`config.mk`:
```
export PLATFORM = sky130hd
export DESIGN_NAME = booth_divider_flat
export DESIGN_NICKNAME = d
export VERILOG_FILES = /design/src/rtl/booth_divider_if.sv /design/src/rtl/booth_divider.sv /design/src/flat_wrapper.sv
export SDC_FILE = /design/constraint.sdc
export NUM_CORES = 1
export LEC_CHECK = 0
export ABC_CLOCK_PERIOD_IN_PS = 2500
export CAP_MARGIN = 20
export CORE_MARGIN = 2
export CORE_UTILIZATION = 38
export CTS_CLUSTER_DIAMETER = 60
export DETAILED_ROUTE_END_ITERATION = 6
export PLACE_DENSITY = 0.56
export SETUP_SLACK_MARGIN = 0.4
export SYNTH_ARGS = -nofsm -noshare
export SYNTH_HDL_FRONTEND = slang
export SYNTH_SLANG_ARGS = --single-unit
```
`constraint.sdc`:
```
create_clock -name clk -period 2.5 [get_ports clk]
set_input_delay 0.375 -clock clk [delete_from_list [all_inputs] [get_ports clk]]
set_output_delay 0.375 -clock clk [all_outputs]
set_load 0.05 [all_outputs]
```
`src/rtl/booth_divider_if.sv`:
```
// Request/response bundle for the signed sequential divider.
interface booth_divider_if #(
  parameter int N = 8,
  parameter int M = 4
);
  logic         start;
  logic [N-1:0] Z;
  logic [M-1:0] Y;
  logic         busy;
  logic         valid;
  logic [N-1:0] Q;
  logic [M-1:0] R;
  logic         dz;
  logic         ovf;

  modport master (
    output start, Z, Y,
    input  busy, valid, Q, R, dz, ovf
  );

  modport slave (
    input  start, Z, Y,
    output busy, valid, Q, R, dz, ovf
  );
endinterface

```
`src/rtl/booth_divider.sv`:
```
// Signed truncating divider: magnitude restoring shift-subtract over N cycles,
// followed by a single sign/exception fix-up cycle. Fixed latency N+1 edges.
// N is expected to be at least 2.
module booth_divider #(
  parameter int N = 8,
  parameter int M = 4
) (
  input  logic             clk,
  input  logic             rst,
  booth_divider_if.slave   bus
);
  localparam int CW = (N > 1) ? $clog2(N) : 1;

  typedef enum logic [1:0] {IDLE, CALC, FIX} state_t;

  state_t         r_state, w_next;
  logic [CW-1:0]  r_cnt;
  logic [N-1:0]   r_quo;     // holds |Z| initially, quotient bits shift in at the LSB
  logic [M:0]     r_prem;    // partial remainder, one bit wider than |Y|
  logic [M-1:0]   r_ymag;
  logic           r_sz, r_sy, r_yz;
  logic           r_busy, r_valid, r_dz, r_ovf;
  logic [N-1:0]   r_q;
  logic [M-1:0]   r_r;

  logic           w_last;
  logic [N-1:0]   w_zmag;
  logic [M-1:0]   w_ymag;
  logic [M:0]     w_shift;
  logic [M+1:0]   w_diff;
  logic           w_ge;
  logic           w_negq;
  logic [N-1:0]   w_qs;
  logic [M-1:0]   w_rs;
  logic           w_ovf;

  // Magnitudes kept unsigned, so the most negative value maps to 2^(width-1).
  assign w_zmag  = bus.Z[N-1] ? -bus.Z : bus.Z;
  assign w_ymag  = bus.Y[M-1] ? -bus.Y : bus.Y;

  assign w_last  = (r_cnt == CW'(N - 1));
  assign w_shift = {r_prem[M-1:0], r_quo[N-1]};
  assign w_diff  = {1'b0, w_shift} - {2'b00, r_ymag};
  assign w_ge    = ~w_diff[M+1];

  assign w_negq  = r_sz ^ r_sy;
  assign w_qs    = w_negq ? -r_quo : r_quo;
  assign w_rs    = r_sz ? -r_prem[M-1:0] : r_prem[M-1:0];
  // A positive quotient with its top bit set only arises from -2^(N-1) / -1.
  assign w_ovf   = ~w_negq & r_quo[N-1] & ~r_yz;

  // State register.
  always_ff @(posedge clk or negedge rst) begin
    if (!rst) r_state <= IDLE;
    else      r_state <= w_next;
  end

  // Next-state selection.
  always_comb begin
    w_next = r_state;
    case (r_state)
      IDLE:    if (bus.start) w_next = CALC;
      CALC:    if (w_last)    w_next = FIX;
      FIX:     w_next = IDLE;
      default: w_next = IDLE;
    endcase
  end

  // Operand capture, iteration datapath and result registers.
  always_ff @(posedge clk or negedge rst) begin
    if (!rst) begin
      r_cnt   <= '0;
      r_quo   <= '0;
      r_prem  <= '0;
      r_ymag  <= '0;
      r_sz    <= 1'b0;
      r_sy    <= 1'b0;
      r_yz    <= 1'b0;
      r_busy  <= 1'b0;
      r_valid <= 1'b0;
      r_q     <= '0;
      r_r     <= '0;
      r_dz    <= 1'b0;
      r_ovf   <= 1'b0;
    end else begin
      r_valid <= 1'b0;
      case (r_state)
        IDLE: begin
          if (bus.start) begin
            r_quo  <= w_zmag;
            r_ymag <= w_ymag;
            r_sz   <= bus.Z[N-1];
            r_sy   <= bus.Y[M-1];
            r_yz   <= (bus.Y == '0);
            r_prem <= '0;
            r_cnt  <= '0;
            r_busy <= 1'b1;
          end
        end
        CALC: begin
          if (w_ge) r_prem <= w_diff[M:0];
          else      r_prem <= w_shift;
          r_quo <= {r_quo[N-2:0], w_ge};
          r_cnt <= w_last ? '0 : r_cnt + 1'b1;
        end
        FIX: begin
          r_valid <= 1'b1;
          r_busy  <= 1'b0;
          r_dz    <= r_yz;
          r_ovf   <= w_ovf;
          if (r_yz) begin
            r_q <= '0;
            r_r <= '0;
          end else if (w_ovf) begin
            r_q <= {1'b0, {(N-1){1'b1}}};
            r_r <= '0;
          end else begin
            r_q <= w_qs;
            r_r <= w_rs;
          end
        end
        default: ;
      endcase
    end
  end

  assign bus.busy  = r_busy;
  assign bus.valid = r_valid;
  assign bus.Q     = r_q;
  assign bus.R     = r_r;
  assign bus.dz    = r_dz;
  assign bus.ovf   = r_ovf;
endmodule

```
`src/flat_wrapper.sv`:
```
// flat-port wrapper written by rule: the top's interface ports become plain ports
module booth_divider_flat 
#(
  parameter int N = 8,
  parameter int M = 4
)
  (clk, rst, bus_start, bus_Z, bus_Y, bus_busy, bus_valid, bus_Q, bus_R, bus_dz, bus_ovf);
  booth_divider_if #(.N(N), .M(M)) bus_i ();
  input  logic clk;
  input  logic rst;
  input wire logic [$bits(bus_i.start)-1:0] bus_start;
  input wire logic [$bits(bus_i.Z)-1:0] bus_Z;
  input wire logic [$bits(bus_i.Y)-1:0] bus_Y;
  output wire logic [$bits(bus_i.busy)-1:0] bus_busy;
  output wire logic [$bits(bus_i.valid)-1:0] bus_valid;
  output wire logic [$bits(bus_i.Q)-1:0] bus_Q;
  output wire logic [$bits(bus_i.R)-1:0] bus_R;
  output wire logic [$bits(bus_i.dz)-1:0] bus_dz;
  output wire logic [$bits(bus_i.ovf)-1:0] bus_ovf;
  assign bus_i.start = bus_start;
  assign bus_i.Z = bus_Z;
  assign bus_i.Y = bus_Y;
  assign bus_busy = bus_i.busy;
  assign bus_valid = bus_i.valid;
  assign bus_Q = bus_i.Q;
  assign bus_R = bus_i.R;
  assign bus_dz = bus_i.dz;
  assign bus_ovf = bus_i.ovf;
  booth_divider #(.N(N), .M(M)) u_core (.clk(clk), .rst(rst), .bus(bus_i));
endmodule
```
# Word level (Yosys, flattened, before mapping)
# Index checks and enable logic that the tools add are counted.
op_classes:
  addsub: 6
  eq_ne: 5
  muxes: 22
  bitwise: 6
  reduce_logical: 8
op_table:
  columns: ["cell", "n"]
  rows:
  - ["$mux W8", 5]
  - ["$mux W4", 6]
  - ["$neg A8 Y8", 2]
  - ["$pmux W8 S2", 1]
  - ["$neg A4 Y4", 2]
  - ["$pmux W4 S2", 1]
  - ["$reduce_and A2 Y1", 4]
  - ["$mux W3", 2]
  - ["$pmux W3 S2", 1]
  - ["$sub A5 B4 Y6", 1]
  - ["$logic_not A4 Y1", 1]
  - ["$mux W2", 2]
  - ["$pmux W2 S2", 1]
  - ["$reduce_bool A2 Y1", 2]
  - ["$add A3 B1 Y3 const B", 1]
  - ["$eq A3 B3 Y1 const B", 1]
  - ["$not A1 Y1", 3]
  - ["$and A1 B1 Y1", 2]
  - ["$eq A2 B1 Y1 const B", 1]
  - ["$eq A2 B2 Y1 const B", 1]
  - ["$logic_not A2 Y1", 1]
  - ["$mux W1", 2]
  - ["$ne A2 B1 Y1 const B", 1]
  - ["$ne A2 B2 Y1 const B", 1]
  - ["2 further kinds", 2]
totals:
  register_bits: 40
  input_bits: 15
  out_inout_bits: 16
  word_cells: 61

# Longest topological paths before layout
logic_depth:
  ltp_word: 6
  ltp_mapped: 6
  ltp_nobuf: 6

# Worst setup path before layout
# No wires, ideal clock.
synth_timing:
  path_kind: "reg-to-reg"
  startpoint: "reg u_core.r_ymag[1]"
  endpoint: "reg u_core.r_prem[2]"
  setup_ns: 0.146
  arrival_ns: 1.501
  required_time_ns: 2.354
  slack_ns: 0.853
  path_stages_with_launch: 7
  n_path_buf: 0
  period_less_slack_ns: 1.647
  cell_sequence: "dfrtp_1 -> inv_1 -> ha_1 -> nor2b_1 -> o31ai_1 -> and2_1 -> o311ai_0"
synth_between:
  elab_chain_len: 3
synth_rtl:
  columns: ["item", "line", "rtl"]
  rows:
  - ["start, declared", "booth_divider.sv:20", "logic [M-1:0] r_ymag;"]
  - ["start signal, assigned", "booth_divider.sv:91", "r_ymag <= w_ymag;"]
  - ["$sub A5 B4 Y6", "booth_divider.sv:43", "assign w_diff = {1'b0, w_shift} - {2'b00, r_ymag};"]
  - ["$mux W4", "booth_divider.sv:101", "if (w_ge) r_prem <= w_diff[M:0];"]
  - ["$pmux W4 S2", "booth_divider.sv:87", "case (r_state)"]
  - ["end signal, assigned", "booth_divider.sv:101", null]
  - ["end signal, assigned", "booth_divider.sv:102", "else r_prem <= w_shift;"]
  - ["end, declared", "booth_divider.sv:19", "logic [M:0] r_prem;"]
# Every way passes these cells.
# A chain may end at the register's enable or synchronous reset.

# Worst setup path in the final report
layout_timing:
  startpoint: "reg u_core.r_prem[0]"
  endpoint: "reg u_core.r_prem[2]"
layout_between:
  elab_chain_len: 3
layout_rtl:
  columns: ["item", "line"]
  rows:
  - ["$sub A5 B4 Y6", "booth_divider.sv:43"]
  - ["$mux W4", "booth_divider.sv:101"]
  - ["$pmux W4 S2", "booth_divider.sv:87"]
# Every way passes these cells.

==> reports/metrics.cfg <==
[global_route]
grt_util_met1 = 0.216
gr-usage-all-layers = 0.157
grt_pass1_wl_um = 7790
met3_usage = 0.0215
grt_pass1_vias = 1632
grt_use_met2 = 0.249
grt_remaining_overflow = 0
grt_max_degree = 41
antenna_found_initial = 0
top_usage_layer = met2

[run]
max_cap_viol_count = 0

[sta]
finalCritPeriodShare = 0.753
setup_viol = 0
slew-limit-headroom = 0.421
tightestPinTransition_ns = 0.868
fmax_mhz = 531
rsz0062_at_grt = false
finalCriticalPeriod_ns = 1.88
fin_setup_tns_ns = 0
drv_slew = 0
skew_ns = 0.00533
hold_viol = 0

[floorplan]
rows = 27
initial_core_util = 0.395
core_um2 = 5510
die-area_um2 = 6340
die_x_um = 79.6
io_pins = 31
die_h_um = 79.6

[detailed_routing]
first_pass_iters = 5
drt-initial-drc-count = 59
vias = 1718
wirelength_um = 4400
route.detailed.drc = 0
ant_nets = 0
wl_per_cell_um = 13.3
viasPerCell = 5.21

[hold_path]
min_path_type = primary input to async pin

[logic_synthesis]
ys_async_sr_fraction = 1.00
yosys.area_share.adder = 0.0667
ys_ff_latch = 40
syn_inst = 223
yosys.cell_types.count = 39
synth_nets = 249
synth_edf_count = 0
synth_simple_gate_area_share = 0.161
synth_mux_area_frac = 0.0138
synth_xor_area_frac = 0.0685
synth-seq-area-share = 0.460
synthFlopType = dfrtp_1
synth_compound_area_frac = 0.185
syn_area_per_cell_um2 = 9.75
yosysWarnings = 0
synth_top_family_by_area = compound AO/OA/AOI/OAI gates
netlist_area_um2 = 2170

[cts]
holdBufCountCts = 0
clock-root-buffer = clkbuf_8
cts_resized = 0
htree_levels = 2
clk_pin_slew_ns = 0.07
postCtsSetupRepairBufs = 0
clk_latency_ns = 0.29
numCtsBuffers = 5
cts_tree = built
clock_sinks = 40
cts_max_path_buffers = 2

[worst_setup_path]
critPathRequiredTime_ns = 2.65
worstSetupEndpointType = flip-flop
cp-start-kind = flip-flop
cp.arrival_ns = 2.03
worstSetupPathType = flip-flop to flip-flop
worstPathMaxFanout = 5

[final_layout]
area_growth_pct = 23.9
diodes = 0
final_cell_mix = dfrtp_1, nand2_1, clkdlybuf4s50_1
finalNetCount = 283
post-route-util = 0.489
mostFrequentLayoutCell = dfrtp_1
drive_gt1_frac = 0.0698

[run_status]
status = finished, final reports clean

[placed_design]
gp_congestion = 0.721
hpwl_um = 3410
portBuffers = 30

[pwr]
ir_worst_vdd_mv = 0.541
p_per_area_nw_per_um2 = 1360
pwr-share-seq = 0.336
p_leak_nw = 1.18
p_switching_mw = 1.58
clock_power_share = 0.156
internal_power_mw = 2.08
p_comb_frac = 0.509
report.power.total_mw = 3.66
p_sw_frac = 0.431

==> per-layer routing <==
metal,vias to the layer above,part of all wire
met5,-,0
met4,0,0.017
met3,8,0.036
met2,44,0.45
met1,797,0.50
li1,869,-
==> cells by family (layout without fill, tap and decap cells) <==
kind of cell,Yosys count,after routing
flip-flops,40,40
AND/OR/NAND/NOR,71,71
XOR/XNOR,17,17
buffers and inverters,24,59
AO/OA/AOI/OAI,57,57
multiplexers,3,3
adder cells (fa/ha/maj),11,11
==> critical path, cell delays in order, from the launching register on <==
cell	delay, ns
dfrtp_1	0.44
ha_1	0.29
nor2b_1	0.14
o31ai_1	0.47
and2_1	0.27
o311ai_0	0.14
==> metrics by stage <==
stage / area [um2] / instances / setup WS [ns] / hold slack [ns]
2_1_floorplan: 2170 / 223 / 0.853 / 0.0794
3_3_place_gp: 2570 / 322 / 0.442 / 0.463
3_5_place_dp: 2570 / 322 / 0.407 / 0.462
4_1_cts: 2690 / 330 / 0.612 / 0.236
5_1_grt: 2690 / 330 / 0.429 / 0.290
6_report: 2690 / 330 / 0.617 / 0.198
==> synthesized netlist by cell type (all sizes together), types with 3 or more instances <==
cell / number / area (um2)
inv: 14 / 52.6
mux2i: 3 / 30.0
ha: 10 / 125
o311ai: 4 / 35.0
xnor2: 10 / 87.6
a22oi: 4 / 30.0
nand2b: 5 / 31.3
o21ai: 17 / 88.8
o31ai: 7 / 52.6
a221oi: 3 / 26.3
a221o: 4 / 40.0
nor3: 4 / 20.0
xor2: 7 / 61.3
nand4: 4 / 25.0
dfrtp: 40 / 1000
nand2: 30 / 113
clkbuf: 9 / 33.8
nor2b: 6 / 37.5
nor2: 10 / 37.5
a21oi: 6 / 30.0
==> power by group through the flow <==
stage / Sequential (mW) / Combinational [mW] / Clock (mW)
after global routing: 1.28 / 2.09 / 0.621
final: 1.23 / 1.86 / 0.570
after global placement: 1.24 / 1.86 / 0
after detailed placement: 1.25 / 1.88 / 0
after floorplan: 1.52 / 1.03 / 0
after CTS: 1.23 / 1.89 / 0.584
==> sequential cells by signal, indices dropped and copies added (netlist names) <==
register / count
u_core.bus.ovf: 1
u_core.bus.R: 4
u_core.r_prem: 4
u_core.bus.valid: 1
u_core.r_ymag: 4
u_core.bus.Q: 8
u_core.bus.dz: 1
u_core.r_sz: 1
u_core.r_yz: 1
u_core.r_state: 2
u_core.r_quo: 8
u_core.bus.busy: 1
u_core.r_sy: 1
u_core.r_cnt: 3
==> path summary, 6_finish.rpt <==
kind | start | to | slack [ns] | cells past startpoint
worst min register to register | u_core.bus.Q[1] | u_core.bus.Q[1] | 0.48 | 2
min in group clk | u_core.bus.Q[1] | u_core.bus.Q[1] | 0.48 | 2
worst max-delay path | u_core.r_prem[0] | u_core.r_prem[2] | 0.62 | 5
worst max register to register | u_core.r_prem[0] | u_core.r_prem[2] | 0.62 | 5
max in group asynchronous | rst | u_core.r_cnt[1] | 1.76 | 1
worst min-delay path | rst | u_core.bus.R[3] | 0.20 | 1
==> cell type report <==
class	count	area, um2
Fill cell	521	2810
Tap cell	72	90.1
Timing Repair Buffer	37	348
Multi-Input combinational cell	159	1080
Clock buffer	7	96.3
Inverter	14	52.6
Sequential cell	40	1000
Clock inverter	1	30.0
No activity file was read; power rests on OpenSTA's default activity.
